==> src/rtl/split_pipe_pkg.sv <==
// split_pipe_pkg: shared widths, field offsets, FSM encoding and defaults for the split_pipe bus splitter.
package split_pipe_pkg;

    typedef enum logic [1:0] {
        IDLE = 2'd0,
        BUSY = 2'd1,
        ERR  = 2'd2
    } state_t;

    localparam logic [31:0] DEF_ERR_DATA = 32'hDEADBEEF;

    // Request is {valid, addr, wdata, wstrb}; response is {rdata, ready}.
    localparam int unsigned WSTRB_LSB = 0;
    localparam int unsigned READY_BIT = 0;
    localparam int unsigned RDATA_LSB = 1;

    function automatic int unsigned req_w(input int unsigned addr_w, input int unsigned data_w);
        return 1 + addr_w + data_w + data_w / 8;
    endfunction

    function automatic int unsigned resp_w(input int unsigned data_w);
        return data_w + 1;
    endfunction

    function automatic int unsigned valid_bit(input int unsigned addr_w, input int unsigned data_w);
        return addr_w + data_w + data_w / 8;
    endfunction

    function automatic int unsigned addr_lsb(input int unsigned data_w);
        return data_w + data_w / 8;
    endfunction

    function automatic int unsigned wdata_lsb(input int unsigned data_w);
        return data_w / 8;
    endfunction

    function automatic int unsigned sel_w(input int unsigned n);
        return (n <= 2) ? 1 : $clog2(n);
    endfunction

endpackage

==> src/rtl/split_pipe_timer.sv <==
// split_pipe_timer: loadable up-counter with enable, clear and a terminal-count flag.
module split_pipe_timer #(
    parameter int unsigned W = 10
) (
    input  logic         clk,
    input  logic         rst,
    input  logic         clr,
    input  logic         ld,
    input  logic [W-1:0] ld_val,
    input  logic         en,
    input  logic [W-1:0] term,
    output logic         tc_c
);

    logic [W-1:0] count;

    always_ff @(posedge clk) begin
        if (rst) begin
            count <= '0;
        end else if (clr) begin
            count <= '0;
        end else if (ld) begin
            count <= ld_val;
        end else if (en) begin
            count <= count + W'(1);
        end
    end

    assign tc_c = (count == term);

endmodule

==> src/rtl/split_pipe.sv <==
// split_pipe: 1-to-N native-bus split with one outstanding transaction and error responses.
// Define SPLIT_PIPE_REG_EN to register both the slave request and the master response paths.
module split_pipe
    import split_pipe_pkg::*;
#(
    parameter int unsigned       N_SLAVES = 3,
    parameter int unsigned       ADDR_W   = 32,
    parameter int unsigned       DATA_W   = 32,
    parameter int unsigned       P_SLAVES = 31,
    parameter int unsigned       TIMEOUT  = 1024,
    parameter logic [DATA_W-1:0] ERR_DATA = DATA_W'(DEF_ERR_DATA)
) (
    input  logic                                      clk,
    input  logic                                      rst,
    input  logic [req_w(ADDR_W, DATA_W)-1:0]          m_req,
    output logic [resp_w(DATA_W)-1:0]                 m_resp,
    output logic [N_SLAVES*req_w(ADDR_W, DATA_W)-1:0] s_req,
    input  logic [N_SLAVES*resp_w(DATA_W)-1:0]        s_resp,
    output logic                                      err,
    output logic [ADDR_W-1:0]                         err_addr
);

    localparam int unsigned      REQ_W     = req_w(ADDR_W, DATA_W);
    localparam int unsigned      RESP_W    = resp_w(DATA_W);
    localparam int unsigned      STRB_W    = DATA_W / 8;
    localparam int unsigned      VALID_BIT = valid_bit(ADDR_W, DATA_W);
    localparam int unsigned      ADDR_LSB  = addr_lsb(DATA_W);
    localparam int unsigned      WDATA_LSB = wdata_lsb(DATA_W);
    localparam int unsigned      SEL_W     = sel_w(N_SLAVES);
    localparam int unsigned      CNT_W     = (TIMEOUT > 1) ? $clog2(TIMEOUT) : 1;
    localparam logic [SEL_W:0]   N_SEL     = (SEL_W + 1)'(N_SLAVES);
    localparam logic [CNT_W-1:0] TERM      = (TIMEOUT > 0) ? CNT_W'(TIMEOUT - 1) : '0;

    state_t                             state, state_nx;
    logic                               m_valid;
    logic [ADDR_W-1:0]                  m_addr;
    logic [SEL_W-1:0]                   sel_c, sel_q;
    logic                               mapped_c;
    logic                               fwd_valid;
    logic [SEL_W-1:0]                   fwd_sel;
    logic [VALID_BIT-1:0]               fwd_payload;
    logic [N_SLAVES-1:0]                s_ready;
    logic [N_SLAVES-1:0][DATA_W-1:0]    s_rdata;
    logic                               hit_ready_c;
    logic [DATA_W-1:0]                  hit_rdata_c;
    logic                               tc_c, timeout_c, resp_hold_c, err_evt_c;
    logic [RESP_W-1:0]                  resp_c;

    assign m_valid  = m_req[VALID_BIT];
    assign m_addr   = m_req[ADDR_LSB +: ADDR_W];
    assign sel_c    = m_addr[P_SLAVES -: SEL_W];
    assign mapped_c = ({1'b0, sel_c} < N_SEL);

    // Payload is broadcast; only the routed slave sees valid.
    for (genvar k = 0; k < N_SLAVES; k++) begin : g_slv
        assign s_req[k*REQ_W + VALID_BIT]              = fwd_valid && (fwd_sel == SEL_W'(k));
        assign s_req[k*REQ_W + ADDR_LSB +: ADDR_W]     = fwd_payload[ADDR_LSB +: ADDR_W];
        assign s_req[k*REQ_W + WDATA_LSB +: DATA_W]    = fwd_payload[WDATA_LSB +: DATA_W];
        assign s_req[k*REQ_W + WSTRB_LSB +: STRB_W]    = fwd_payload[WSTRB_LSB +: STRB_W];
        assign s_ready[k] = s_resp[k*RESP_W + READY_BIT];
        assign s_rdata[k] = s_resp[k*RESP_W + RDATA_LSB +: DATA_W];
    end

    // Ready from a slave whose valid is low never reaches the master.
    always_comb begin
        hit_ready_c = 1'b0;
        hit_rdata_c = '0;
        for (int k = 0; k < N_SLAVES; k++) begin
            if (fwd_sel == SEL_W'(k)) begin
                hit_ready_c = s_ready[k];
                hit_rdata_c = s_rdata[k];
            end
        end
        hit_ready_c = hit_ready_c && fwd_valid;
    end

    split_pipe_timer #(
        .W(CNT_W)
    ) u_timer (
        .clk   (clk),
        .rst   (rst),
        .clr   (state_nx != BUSY),
        .ld    (1'b0),
        .ld_val('0),
        .en    (state == BUSY),
        .term  (TERM),
        .tc_c  (tc_c)
    );

    assign timeout_c = (TIMEOUT != 0) && tc_c;

`ifdef SPLIT_PIPE_REG_EN
    logic [VALID_BIT-1:0] req_q;
    logic                 valid_q;
    logic [RESP_W-1:0]    resp_q;

    always_ff @(posedge clk) begin
        if (rst) begin
            req_q   <= '0;
            valid_q <= 1'b0;
            resp_q  <= '0;
        end else begin
            resp_q <= resp_c;
            if ((state == IDLE) && (state_nx == BUSY)) begin
                req_q   <= m_req[VALID_BIT-1:0];
                valid_q <= 1'b1;
            end else if (state_nx != BUSY) begin
                valid_q <= 1'b0;
            end
        end
    end

    // The master still holds the old request while the registered response is shown.
    assign resp_hold_c = resp_q[READY_BIT];
    assign fwd_valid   = valid_q;
    assign fwd_sel     = sel_q;
    assign fwd_payload = req_q;
    assign m_resp      = resp_q;
`else
    assign resp_hold_c = 1'b0;
    assign fwd_valid   = ((state == IDLE) && m_valid && mapped_c) || (state == BUSY);
    assign fwd_sel     = (state == IDLE) ? sel_c : sel_q;
    assign fwd_payload = m_req[VALID_BIT-1:0];
    assign m_resp      = rst ? '0 : resp_c;
`endif

    always_ff @(posedge clk) begin
        if (rst) begin
            state <= IDLE;
        end else begin
            state <= state_nx;
        end
    end

    // A same-cycle ready in IDLE completes the transfer without entering BUSY.
    always_comb begin
        state_nx = state;
        case (state)
            IDLE: begin
                if (m_valid && !resp_hold_c) begin
                    if (!mapped_c) begin
                        state_nx = ERR;
                    end else if (!hit_ready_c) begin
                        state_nx = BUSY;
                    end
                end
            end
            BUSY:    if (hit_ready_c || timeout_c) state_nx = IDLE;
            ERR:     state_nx = IDLE;
            default: state_nx = IDLE;
        endcase
    end

    // Slave ready wins over a coinciding timeout.
    always_comb begin
        resp_c    = '0;
        err_evt_c = 1'b0;
        if (hit_ready_c) begin
            resp_c[READY_BIT]             = 1'b1;
            resp_c[RDATA_LSB +: DATA_W]   = hit_rdata_c;
        end else if (((state == BUSY) && timeout_c) || (state == ERR)) begin
            resp_c[READY_BIT]             = 1'b1;
            resp_c[RDATA_LSB +: DATA_W]   = ERR_DATA;
            err_evt_c                     = 1'b1;
        end
    end

    always_ff @(posedge clk) begin
        if (rst) begin
            sel_q    <= '0;
            err      <= 1'b0;
            err_addr <= '0;
        end else begin
            if ((state == IDLE) && m_valid && !resp_hold_c) begin
                sel_q <= sel_c;
            end
            if (err_evt_c) begin
                err <= 1'b1;
                if (!err) begin
                    err_addr <= m_addr;
                end
            end
        end
    end

endmodule

==> config.mk <==
export PLATFORM = sky130hd
export DESIGN_NAME = split_pipe
export DESIGN_NICKNAME = d
export VERILOG_FILES = /design/src/rtl/split_pipe_pkg.sv /design/src/rtl/split_pipe_timer.sv /design/src/rtl/split_pipe.sv
export SDC_FILE = /design/constraint.sdc
export NUM_CORES = 1
export LEC_CHECK = 0
export CELL_PAD_IN_SITES_DETAIL_PLACEMENT = 1
export CELL_PAD_IN_SITES_GLOBAL_PLACEMENT = 1
export CORE_AREA = 4 4 169 171
export DETAILED_ROUTE_END_ITERATION = 6
export DIE_AREA = 0 0 173 175
export PLACE_DENSITY = 0.83
export RECOVER_POWER = 50
export SLEW_MARGIN = 20
export SYNTH_ARGS = -nofsm -noshare
export SYNTH_HDL_FRONTEND = slang
export SYNTH_SLANG_ARGS = --single-unit
==> constraint.sdc <==
create_clock -name clk -period 3.9 [get_ports clk]
set_input_delay 0.975 -clock clk [delete_from_list [all_inputs] [get_ports clk]]
set_output_delay 0.975 -clock clk [all_outputs]
set_load 0.005 [all_outputs]
* Yosys cells after proc, flatten, opt, wreduce, memory -nomap -nowiden *
Cells that the tools add are included.

word-level totals
  register bits after elaboration = 47
  input bits = 170

cells by class
  add/subtract/negate cells = 1
  equal/unequal tests = 6
  order comparisons = 1
  bitwise gates (word level) = 1
  reduce and logical (&&, ||, !) cells = 14
  mux-type cells = 17

operators by type and width
  operator                                             number
  two-way mux 33 bit                                   3
  two-way mux 32 bit                                   3
  adder 10 x 1 -> 10 bit, second input constant        1
  equality test 10 bit, second input constant          1
  two-way mux 2 bit                                    5
  logical AND 1 bit                                    7
  two-way mux 1 bit                                    5
  equality test 2 x 1 -> 1 bit, second input constant  2
  equality test 2 bit, second input constant           2
  zero test 2 bit                                      2
  one-hot mux 2 bit (2 select lines)                   1
  logical OR 1 bit                                     3
  less-than comparator 2 bit, second input constant    1
  != test 2 x 1 -> 1 bit, second input constant        1
  AND reduction 2 bit                                  1
  OR reduction 2 bit                                   1
  NOT 1 bit                                            1

* Longest topological paths before layout *
Gate-level depths: netlist of run 1.

  depth in word-level cells = 13
  depth in mapped cells = 8
  mapped depth without buffers = 6

* Hierarchy *
From an unflattened synthesis of run 1, not the netlist that was laid out.

unflattened totals
  cell total of the unflattened synthesis = 601
  area, all modules = 4824.6 um^2

modules (own cells, without submodules)
  module            area each (um^2)  cells an instance  sequential area each (um^2)  instances
  split_pipe        4045.1            508                740.7                        1
  split_pipe_timer  779.5             93                 200.2                        1

* Worst setup path after synthesis of run 1 *
OpenSTA, ideal clock, no wires.

  kind = input-to-output
  from = in m_req[66]
  to = out m_resp[10]
  arrival time = 2.496 ns
  slack = 0.429 ns
  stages = 6
  buffers on the path = 1
  cells stage by stage = or3b_4 > a21bo_2 > a211oi_2 > nor2_4 > buf_6 > a221oi_2

between the ends
  cells in the longest elaborated chain, start to end = 8

RTL lines
  what                             RTL line           source
  start: declaration               split_pipe.sv:15   input logic [req_w(ADDR_W, DATA_W)-1:0] m_req,
  two-way mux 2 bit                split_pipe.sv:122  assign fwd_sel = (state == IDLE) ? sel_c : sel_q;
  zero test 2 bit                  split_pipe.sv:69   if (fwd_sel == SEL_W'(k)) begin
  two-way mux 1 bit (3 in series)  split_pipe.sv:69
  logical AND 1 bit                split_pipe.sv:74   hit_ready_c = hit_ready_c && fwd_valid;
  two-way mux 33 bit (*)           split_pipe.sv:158  if (hit_ready_c) begin
  two-way mux 33 bit (*)           split_pipe.sv:124  assign m_resp = rst ? '0 : resp_c;
  end: declaration                 split_pipe.sv:16   output logic [resp_w(DATA_W)-1:0] m_resp,

Every way passes the cells marked *; elsewhere a longest branch is shown, timed or not.

* Worst setup path after layout of run 1 *
  from = in m_req[66]
  to = out m_resp[29]

The elaborated chain is that of the path after synthesis.

==> results of run 1 <==
==> cells in the final DEF (no fill, tap or decap), types with 3 or more instances in the layout <==
cell | synthesis | routed
mux2_2 | 32 | 32
a221oi_2 | 19 | 23
and3_1 | 3 | 3
nand3_1 | 5 | 4
a22oi_1 | 32 | 13
inv_1 | 3 | 3
buf_6 | 7 | 4
clkbuf_16 | 0 | 6
buf_12 | 0 | 8
xor2_1 | 7 | 7
buf_2 | 7 | 24
a22oi_2 | 0 | 19
clkdlybuf4s50_1 | 0 | 227
nand2b_1 | 65 | 65
mux2i_1 | 35 | 35
clkbuf_2 | 0 | 3
nand2_1 | 32 | 31
buf_4 | 204 | 27
nor3_1 | 5 | 5
nor2_4 | 1 | 3
nor2_1 | 24 | 23
dfxtp_1 | 47 | 47
dlygate4sd2_1 | 0 | 9
dlygate4sd3_1 | 0 | 33
==> power breakdown <==
| group | switching (mW) | total (mW) | leakage [nW] | internal [mW] |
|---|---|---|---|---|
| Combinational | 0.315 | 0.756 | 2.35 | 0.441 |
| Clock | 0.212 | 0.584 | 0.0959 | 0.372 |
| Sequential | 0.00747 | 0.497 | 0.380 | 0.490 |
==> worst max-delay path: cells and delay by family <==
kind	cells	cell delay, ns
AO/OA/AOI/OAI	3	0.82
buffers and inverters	4	0.55
AND/OR/NAND/NOR	2	0.47
==> registers in the layout (all words and copies together), names as in the netlist <==
name and flops:
err 1, sel_q 2, err_addr 32, u_timer.count 10
state 2
==> stage by stage <==
stage          worst slack [ns]  total power, mW
3_3_place_gp            -0.6101            1.183
6_report                 0.1050            1.837
4_1_cts                 0.06341            1.872
2_1_floorplan            0.4294           0.9296
3_5_place_dp            -0.7429            1.194
5_1_grt                 0.03337            1.940
==> logic make-up (layout without fill, tap and decap cells) <==
group,count (synthesis),count (layout),synth area share
AOI/OAI and AO/OA,69,69,0.1383
muxes,67,67,0.1428
buffers and inverters,241,354,0.3479
DFF,47,47,0.1890
and+or+nand+nor,146,147,0.1637
xor gates and xnor gates,9,9,0.01584
adders and majority gates,1,1,0.002513
==> routing by layer <==
| layer | wire length (microns) | up-vias | global-route usage |
|---|---|---|---|
| met5 | 13 | - | 0 |
| met4 | 714 | 2 | 0.04922 |
| met3 | 1387 | 56 | 0.03570 |
| met2 | 11490 | 242 | 0.2581 |
| met1 | 8028 | 2071 | 0.1418 |
| li1 | - | 1991 | - |
==> repair_timing <==
action / CTS / global route
gates resized for setup: 146 / 9
pin swaps: 6 / 5
hold endpoints to repair: 0 / 0
cloned: 3 / 1
endpoints found under the setup margin: 35 / 20
buffers inserted: 15 / 2
==> how the worst max path moves through the flow <==
| stage | from | end | depth (start not counted) |
|---|---|---|---|
| floorplan | m_req[66] | m_resp[10] | 6 |
| global placement | m_req[66] | m_resp[4] | 8 |
| detailed placement | m_req[66] | m_resp[1] | 8 |
| CTS | m_req[66] | m_resp[22] | 9 |
| global route | m_req[66] | m_resp[29] | 9 |
| finish | m_req[66] | m_resp[29] | 9 |
==> final cells by class <==
cell class	instances	area, sq um
Fill cell	3112	19440
Tap cell	341	426.7
Sequential cell	47	940.9
Inverter	3	11.26
Clock buffer	5	125.1
Timing Repair Buffer	343	3357
Multi-Input combinational cell	293	2505
Clock inverter	3	71.32
==> out/qor.yml, run 1 <==
finish:
  fin_util: 0.2767
  antennaDiodeCount: 0
  fin_cells: 1035
  finalInstanceArea_sq_um: 7437
  syn_to_final_growth_pct: 49.42
  drive_gt1_frac: 0.2450
  nets: 864
floorplan:
  io_pins: 443
  initial_utilization: 0.1852
  dieArea_sq_um: 30280
  die_h_microns: 175
  coreArea_sq_um: 26880
  die_w_microns: 173
  rows: 60
timing:
  hold_slack_ns: 0.4741
  maxSlewViolCount: 0
  hold_viol_final: 0
  setup_viol: 0
  setup_tns_ns: 0
  period_needed_ns: 3.795
  finClkSkew_ns: 0.006824
  max_slew.worst_pin.slew_ns: 1.209
  period_share: 0.9731
  fmax_mhz: 263.5
  rsz0062_at_grt: "false"
  slew-limit-headroom: 0.1938
route:
  antenna_left: 0
  avgRoutedWirePerCell_microns: 20.90
  dr.pass1.iters: 4
  drtIter0Drc: 96
  vias_per_cell: 4.214
  routed_wl_mm: 21.63
  post-route-drc-count: 0
  num_vias: 4362
clock_network:
  htreeDepth: 2
  cts_hold_buffers: 0
  cts_root_buf: "clkbuf_16"
  cts_tree: "yes"
  insertion_delay_ns: 0.30
  cts_sinks: 47
  numCtsBuffers: 5
  clock_path_buffers: 2
  clk_pin_slew_ns: 0.07
worst_hold_path:
  worstHoldPathCells: 2
  hold_class: "flop to flop"
  min_to: "err_addr[11]$_SDFFE_PP0P_"
  hold_start: "err_addr[11]$_SDFFE_PP0P_"
setup_path:
  max_stage_delay_ns: 0.41
  path_class: "primary input to output pin"
  cp_cell_sequence: "clkbuf_2 -> or3b_4 -> a21bo_4 -> a211oi_4 -> buf_12 -> nor2_4 -> buf_6 -> a221oi_4 -> buf_2"
  reg2reg_slack_ns: 0.71
  cp_slowest_cell: "or3b_4"
  end_kind: "output pin"
  worstPathArrival_ns: 2.82
  required_ns: 2.92
  r2r_start: "state[1]$_SDFF_PP0_"
  r2r-end: "err_addr[26]$_SDFFE_PP0P_"
  setup.worst_path.start_class: "primary input"
  crit_fanout: 5
  r2r_cells: 8
global_routing:
  grt_pass1_vias: 4956
  grt_max_degree: 61
  grt.total_usage: 0.1350
  grt_antenna_before_repair: 2
  grt_pass1_wl_mm: 31.43
  grt_remaining_overflow: 0
job:
  maxCapViolations: 0
logic_synthesis:
  ys_ff_latch: 47
  synth_top_area_share: 0.3077
  synth.net_count: 751
  syn_inst: 580
  netlist-cell-type-count: 42
  yosysSeqAreaShare: 0.1890
  synthFlopType: "dfxtp_1"
  synth_area_sq_um: 4977
  synth-edff-count: 0
  synth_area_leader_cell: "buf_4"
  postSynth.asyncResetShare: 0
  synth_commonest_cells: "buf_4 (204), nand2b_1 (65), dfxtp_1 (47), mux2i_1 (35)"
  synth.most_common_cell: "buf_4"
  synth_area_leaders: "buf_4 (31%), dfxtp_1 (19%), nand2b_1 (8.2%)"
  avgSynthCellArea_sq_um: 8.582
  yosysWarnings: 0
placed_design:
  port_buffers: 298
  place_inst: 1006
  gp_congestion: 0.7367
  dp.final_hpwl_mm: 16.21
  placed_cell_area_sq_um: 6953
power:
  power_density_nw_per_um2: 247.0
  p_leak_nw: 2.824
  ir_drop_uv: 166.3
run_status:
  status: "complete, no violations"
Power figures use the tool's default switching activity.
==> run 2: changes to the inputs <==
Settings changed: CORE_AREA 4 4 169 171 to 4 4 168 170, DIE_AREA 0 0 173 175 to 0 0 172 174, DONT_BUFFER_PORTS from default to 1, PLACE_DENSITY 0.83 to 0.52.
Clock period 3.9 ns to 4.1 ns, I/O delays scaled along.
==> run 2 against run 1 <==
- die area down 1.1%
- design area down 46%
- highest routed layer is now met4
- hold slack better by 0.023 ns
- sequential cell count unchanged
- critical path depth down 3
- cell count down 32%
- clock skew down 0.0022 ns
- via count down 32%
- register-to-register slack better by 0.84 ns
- sequential share of layout area up 11 points
==> out/qor.yml, run 2 (same netlist as run 1, synthesis figures left out) <==
global_routing:
  grt_antenna_before_repair: 2  # unchanged
  grt_remaining_overflow: 0  # unchanged
  grt_pass1_vias: 3162  # was 4956
  grt.total_usage: 0.09318  # was 0.1350
  grt_max_degree: 96  # was 61
  grt_pass1_wl_mm: 20.96  # was 31.43 mm
setup_path:
  crit_fanout: 19  # was 5
  r2r_cells: 7  # was 8
  end_kind: "output pin"  # unchanged
  r2r_start: "state[1]$_SDFF_PP0_"  # unchanged
  path_class: "primary input to output pin"  # unchanged
  reg2reg_slack_ns: 1.55  # was 0.71 ns
  worstPathArrival_ns: 2.99  # was 2.82 ns
  required_ns: 3.07  # was 2.92 ns
  setup.worst_path.start_class: "primary input"  # unchanged
  r2r-end: "err_addr[19]$_SDFFE_PP0P_"  # was err_addr[26]$_SDFFE_PP0P_
finish:
  drive_gt1_frac: 0.2308  # was 0.2450
  largestRegisters: "err_addr: 32 flops, u_timer.count: 10 flops"  # unchanged
  largest_reg_flops: 32  # unchanged
  final_common_cell: "nand2b_1"  # was clkdlybuf4s50_1
  nFillCells: 3169  # was 3112
  mostFrequentLayoutCells: "nand2b_1 (65), dfxtp_1 (47), mux2i_1 (35)"  # was clkdlybuf4s50_1 (227), nand2b_1 (65), dfxtp_1 (47)
  max_flop_register: "err_addr"  # unchanged
  finalInstanceArea_sq_um: 3998  # was 7437 sq um
  final-seq-area_sq_um: 940.9  # unchanged
  nets: 534  # was 864
  multi_input_area_sq_um: 2318  # was 2505 sq um
  syn_to_final_growth_pct: -19.68  # was 49.42%
  fin_cells: 707  # was 1035
timing:
  hold_viol_final: 0  # unchanged
  slew-limit-headroom: 0.4006  # was 0.1938
  period_share: 0.9785
  setup_ws_ns: 0.08798  # was 0.1050 ns
  finClkSkew_ns: 0.004666  # was 0.006824 ns
  maxSlewViolCount: 0  # unchanged
  rsz0062_at_grt: "false"  # unchanged
  fmax_mhz: 249.3
  max_slew.worst_pin.slew_ns: 0.8970  # was 1.209 ns
  setup_viol: 0  # unchanged
  period_needed_ns: 4.012
  setup_tns_ns: 0  # unchanged
clock_network:
  clk_pin_slew_ns: 0.07  # about the same
  postCtsSetupBuffers: 0  # was 15
  postCtsResizedCells: 0  # was 146
  numCtsBuffers: 5  # unchanged
  insertion_delay_ns: 0.29  # was 0.30 ns
  cts_root_buf: "clkbuf_16"  # unchanged
  cts_sinks: 47  # unchanged
  clock_path_buffers: 2  # unchanged
  htreeDepth: 2  # unchanged
  cts_hold_buffers: 0  # unchanged
  cts_tree: "yes"  # unchanged
route:
  route.met3.wl_mm: 1.298  # was 1.387 mm
  routed_wl_mm: 14.99  # was 21.63 mm
  post-route-drc-count: 0  # unchanged
  drt-met1-wl_mm: 5.281  # was 8.028 mm
  antenna_left: 0  # unchanged
  drtIter0Drc: 95  # was 96
  avgRoutedWirePerCell_microns: 21.21  # was 20.90 microns
  num_vias: 2972  # was 4362
  wl_met2_mm: 7.916  # was 11.49 mm
  dr.pass1.iters: 4  # unchanged
  routed.top_layer: "met4"  # was met5
  vias_per_cell: 4.204  # was 4.214
power:
  p_int_mw: 0.9032  # was 1.303 mW
  swShare: 0.2820  # was 0.2909
  ir_drop_uv: 165.4  # was 166.3 uV
  p_leak_nw: 1.232  # was 2.824 nW
  p_seq_frac: 0.378  # was 0.271
  p_clk_frac: 0.396  # was 0.318
  power_density_nw_per_um2: 314.7  # was 247.0 nW/um^2
  total_power_mw: 1.258  # was 1.837 mW
  p_comb_frac: 0.227  # was 0.412
  p_switching_mw: 0.3548  # was 0.5344 mW
worst_hold_path:
  hold_class: "flop to flop"  # unchanged
  min_to: "err_addr[3]$_SDFFE_PP0P_"  # was err_addr[11]$_SDFFE_PP0P_
  worstHoldPathCells: 2  # unchanged
  hold_start: "err_addr[3]$_SDFFE_PP0P_"  # was err_addr[11]$_SDFFE_PP0P_
floorplan:
  coreArea_sq_um: 26730  # was 26880 sq um
  die_h_microns: 174  # was 175 microns
  die_w_microns: 172  # was 173 microns
  rows: 60  # unchanged
  initial_utilization: 0.1862  # was 0.1852
  io_pins: 443  # unchanged
  dieArea_sq_um: 29930  # was 30280 sq um
placed_design:
  place_inst: 697  # was 1006
  placed_cell_area_sq_um: 3815  # was 6953 sq um
  gp_congestion: 0.6923  # was 0.7367
  dp.final_hpwl_mm: 11.99  # was 16.21 mm
  post-place-ws_ns: 0.1125  # was -0.7429 ns
  port_buffers: 0  # was 298
job:
  maxCapViolations: 0  # unchanged
run_status:
  status: "complete, no violations"  # unchanged
## run 2: critical path: stages
cell      delay [ns]
or3b_4          0.38
nand3_1         0.16
a211o_1         0.71
buf_4           0.26
a22oi_1         0.08
a221oi_1        0.35
## run 2: power by group through the flow
stage	registers [mW]	logic (mW)	clock network, mW
2_1_floorplan	0.482	0.402	0
3_3_place_gp	0.487	0.285	0
3_5_place_dp	0.486	0.288	0
4_1_cts	0.476	0.289	0.527
5_1_grt	0.477	0.312	0.548
6_report	0.475	0.285	0.498
## run 2: metal layers
layer | track usage | vias up
met5 | 0 | -
met4 | 0.04324 | 0
met3 | 0.02320 | 44
met2 | 0.1756 | 234
met1 | 0.09455 | 1365
li1 | - | 1329
## run 2: how the worst max path moves through the flow
stage,startpoint,end,slack (ns),cells after the start
after CTS,m_req[66],m_resp[2],0.11,6
after global placement,m_req[66],m_resp[2],0.14,6
after floorplan,m_req[66],m_resp[10],0.53,6
final,m_req[66],m_resp[2],0.09,6
after detailed placement,m_req[66],m_resp[2],0.11,6
after global routing,m_req[66],m_resp[2],0.02,6
## run 2: area by class of cell
cell class | instances | share of cell area
Sequential cell | 47 | 0.2354
Inverter | 3 | 0.002817
Clock inverter | 2 | 0.009703
Multi-Input combinational cell | 292 | 0.5800
Clock buffer | 6 | 0.03474
Antenna cell | 2 | 0.001252
Timing Repair Buffer | 14 | 0.02942
Tap cell | 341 | 0.1067
## run 2: through the flow
stage / hold slack (ns) / utilization
after detailed placement: 0.4854 / 0.1427
final: 0.4969 / 0.1496
after global placement: 0.4755 / 0.1427
after floorplan: 0.4567 / -
after CTS: 0.5037 / 0.1494
after global routing: 0.5195 / 0.1496
==> run 3: changes to the inputs <==
Settings changed: CORE_AREA 4 4 168 170 to 4 4 172 174, DIE_AREA 0 0 172 174 to 0 0 176 178, PLACE_DENSITY 0.52 to 0.5, SYNTH_HIERARCHICAL from default to 1.
==> run 3 against run 2 <==
- hold slack got worse by 0.020 ns
- cell count is 11% higher
- sequential share of layout area rose by 0.31 points
- global-route usage fell by 0.63 points
- largest power group is now registers
==> out/qor.yml, run 3 <==
setup_path:
  required_ns: 3.07  # about the same
  setup.worst_path.start_class: "primary input"  # unchanged
  worstPathArrival_ns: 2.71  # was 2.99 ns
  end_kind: "output pin"  # unchanged
  crit_fanout: 10  # was 19
  cp_cell_sequence: "or4b_1 -> o21ai_2 -> nor3b_4 -> nor2_1 -> nor3_1 -> buf_4"  # was or3b_4 -> nand3_1 -> a211o_1 -> buf_4 -> a22oi_1 -> a221oi_1
  path_class: "primary input to output pin"  # unchanged
  max_stage_delay_ns: 0.52  # was 0.71 ns
  cp_slowest_cell: "or4b_1"  # was a211o_1
logic_synthesis:
  synth_area_leader_cell: "buf_4"  # unchanged
  yosysWarnings: 6  # was 0
  yosysSeqAreaShare: 0.1950  # was 0.1890
  synth-edff-count: 0  # unchanged
  synth_area_leaders: "buf_4 (33%), dfxtp_1 (20%), mux2_2 (7.7%)"  # was buf_4 (31%), dfxtp_1 (19%), nand2b_1 (8.2%)
  synth_area_sq_um: 4825  # was 4977 sq um
  synth_top_area_share: 0.3268  # was 0.3077
  ys_ff_latch: 47  # unchanged
  avgSynthCellArea_sq_um: 8.028  # was 8.582 sq um
  synth.most_common_cell: "buf_4"  # unchanged
  syn_inst: 601  # was 580
  synth_commonest_cells: "buf_4 (210), nand2_1 (74), dfxtp_1 (47), mux2i_1 (34), mux2_2 (33)"  # was buf_4 (204), nand2b_1 (65), dfxtp_1 (47), mux2i_1 (35)
  postSynth.asyncResetShare: 0  # unchanged
  netlist-cell-type-count: 49  # was 42
  synthFlopType: "dfxtp_1"  # unchanged
timing:
  slew-limit-headroom: 0.5290  # was 0.4006
  setup_ws_ns: 0.3680  # was 0.08798 ns
  maxSlewViolCount: 0  # unchanged
  hold_slack_ns: 0.4766  # was 0.4969 ns
  rsz0062_at_grt: "false"  # unchanged
  period_needed_ns: 3.732  # was 4.012 ns
  period_share: 0.9102  # was 0.9785
  setup_tns_ns: 0  # unchanged
  hold_viol_final: 0  # unchanged
  setup_viol: 0  # unchanged
  fmax_mhz: 268.0  # was 249.3 MHz
  max_slew.worst_pin.slew_ns: 0.7065  # was 0.8970 ns
  finClkSkew_ns: 0.01220  # was 0.004666 ns
floorplan:
  io_pins: 443  # unchanged
  rows: 61  # was 60
  initial_utilization: 0.1737  # was 0.1862
  dieArea_sq_um: 31330  # was 29930 sq um
  coreArea_sq_um: 27780  # was 26730 sq um
  die_w_microns: 176  # was 172 microns
  die_h_microns: 178  # was 174 microns
global_routing:
  grt_pass1_vias: 3177  # was 3162
  grt_max_degree: 67  # was 96
  grt.total_usage: 0.08689  # was 0.09318
  grt_pass1_wl_mm: 20.62  # was 20.96 mm
  grt_antenna_before_repair: 4  # was 2
  grt_remaining_overflow: 0  # unchanged
route:
  post-route-drc-count: 0  # unchanged
  antenna_left: 0  # unchanged
  routed_wl_mm: 14.67  # was 14.99 mm
  drtIter0Drc: 93  # was 95
  avgRoutedWirePerCell_microns: 18.68  # was 21.21 microns
  num_vias: 3127  # was 2972
  vias_per_cell: 3.983  # was 4.204
  dr.pass1.iters: 4  # unchanged
placed_design:
  post-place-ws_ns: 0.3189  # was 0.1125 ns
  port_buffers: 0  # unchanged
  place_inst: 774  # was 697
  dp.final_hpwl_mm: 11.93  # was 11.99 mm
  gp_congestion: 0.6790  # was 0.6923
finish:
  largestRegisters: "err_addr: 32 flops, u_timer/count: 10 flops"  # was err_addr: 32 flops, u_timer.count: 10 flops
  nFillCells: 3345  # was 3169
  fin_util: 0.1420  # was 0.1496
  largest_reg_flops: 32  # unchanged
  syn_to_final_growth_pct: -18.21  # was -19.68%
  max_flop_register: "err_addr"  # unchanged
  fin_cells: 785  # was 707
  mostFrequentLayoutCells: "nand2_1 (74), dfxtp_1 (47), mux2i_1 (34)"  # was nand2b_1 (65), dfxtp_1 (47), mux2i_1 (35)
  drive_gt1_frac: 0.1531  # was 0.2308
  final_common_cell: "nand2_1"  # was nand2b_1
  nets: 575  # was 534
clock_network:
  numCtsBuffers: 5  # unchanged
  postCtsResizedCells: 0  # unchanged
  clock_path_buffers: 2  # unchanged
  cts_hold_buffers: 0  # unchanged
  clk_pin_slew_ns: 0.06  # was 0.07 ns
  postCtsSetupBuffers: 0  # unchanged
  cts_tree: "yes"  # unchanged
  insertion_delay_ns: 0.30  # was 0.29 ns
  htreeDepth: 2  # unchanged
  cts_root_buf: "clkbuf_16"  # unchanged
  cts_sinks: 47  # unchanged
power:
  ir_drop_uv: 129.5  # was 165.4 uV
  p_leak_nw: 1.302  # was 1.232 nW
  power_density_nw_per_um2: 310.8  # was 314.7 nW/um^2
worst_hold_path:
  hold_class: "flop to flop"  # unchanged
job:
  maxCapViolations: 0  # unchanged
run_status:
  status: "complete, no violations"  # unchanged
## run 3: changes by cell type after synthesis, moves of 15 or more
cell / change
nand2_1: +42
a221oi_2: -19
a21oi_1: +30
nor2_1: -15
nand2b_1: -62
## run 3: kinds of logic (layout without fill, tap and decap cells)
kind of cell | count (synthesis) | count (layout) | synth area share
flip-flops | 47 | 47 | 0.1950
adder cells (fa/ha/maj) | 1 | 1 | 0.002593
XOR/XNOR | 14 | 14 | 0.02542
other | 2 | 27 | 0.001557
AND/OR/NAND/NOR | 135 | 135 | 0.1447
AO/OA/AOI/OAI | 88 | 88 | 0.1203
multiplexers | 67 | 67 | 0.1476
buffers and inverters | 247 | 28 | 0.3628
## run 3: per-stage QoR
step,total power [mW],instance area [sq um]
after floorplan,0.8888,4911
after global placement,0.7842,3775
after detailed placement,0.7883,3775
after CTS,1.272,3926
after global routing,1.315,3944
final,1.226,3946
## run 3: layout make-up
| type | instances | area, sq um | share of cell area |
|---|---|---|---|
| Clock inverter | 1 | 8.758 | 0.002219 |
| Tap cell | 378 | 473.0 | 0.1198 |
| Inverter | 8 | 30.03 | 0.007609 |
| Multi-Input combinational cell | 330 | 2236 | 0.5666 |
| Timing Repair Buffer | 12 | 110.1 | 0.02790 |
| Sequential cell | 47 | 940.9 | 0.2384 |
| Antenna cell | 2 | 5.005 | 0.001268 |
| Clock buffer | 7 | 142.6 | 0.03614 |
## run 3: final timing paths
path | from | to | slack [ns] | cells after the start
worst max-delay path | m_req[67] | m_resp[18] | 0.37 | 6
worst min-delay path | err_addr[10]$_SDFFE_PP0P_ | err_addr[10]$_SDFFE_PP0P_ | 0.48 | 2
worst max register to register | state[0]$_SDFF_PP0_ | u_timer/count[9]$_SDFFE_PP0P_ | 1.39 | 10
worst min register to register | err_addr[10]$_SDFFE_PP0P_ | err_addr[10]$_SDFFE_PP0P_ | 0.48 | 2
## run 3: worst max-delay path, delay by kind of cell
kind / cells / cell delay, ns
AOI/OAI and AO/OA: 1 / 0.09
and+or+nand+nor: 4 / 1.40
buffers and inverters: 1 / 0.19
## run 3: report_power, final
group / internal [mW] / total (mW) / switching [mW]
clock network: 0.245 / 0.448 / 0.203
registers: 0.471 / 0.491 / 0.0205
logic: 0.124 / 0.287 / 0.163
total: 0.840 / 1.23 / 0.386
## run 3: per-layer routing
layer  GRT usage  share of wire  vias to the layer above
met3     0.03031          0.095                       50
li1            -              -                     1416
met2      0.1403           0.48                      228
met5           0              0                        -
met1      0.1014           0.38                     1433
met4     0.04678          0.040                        0
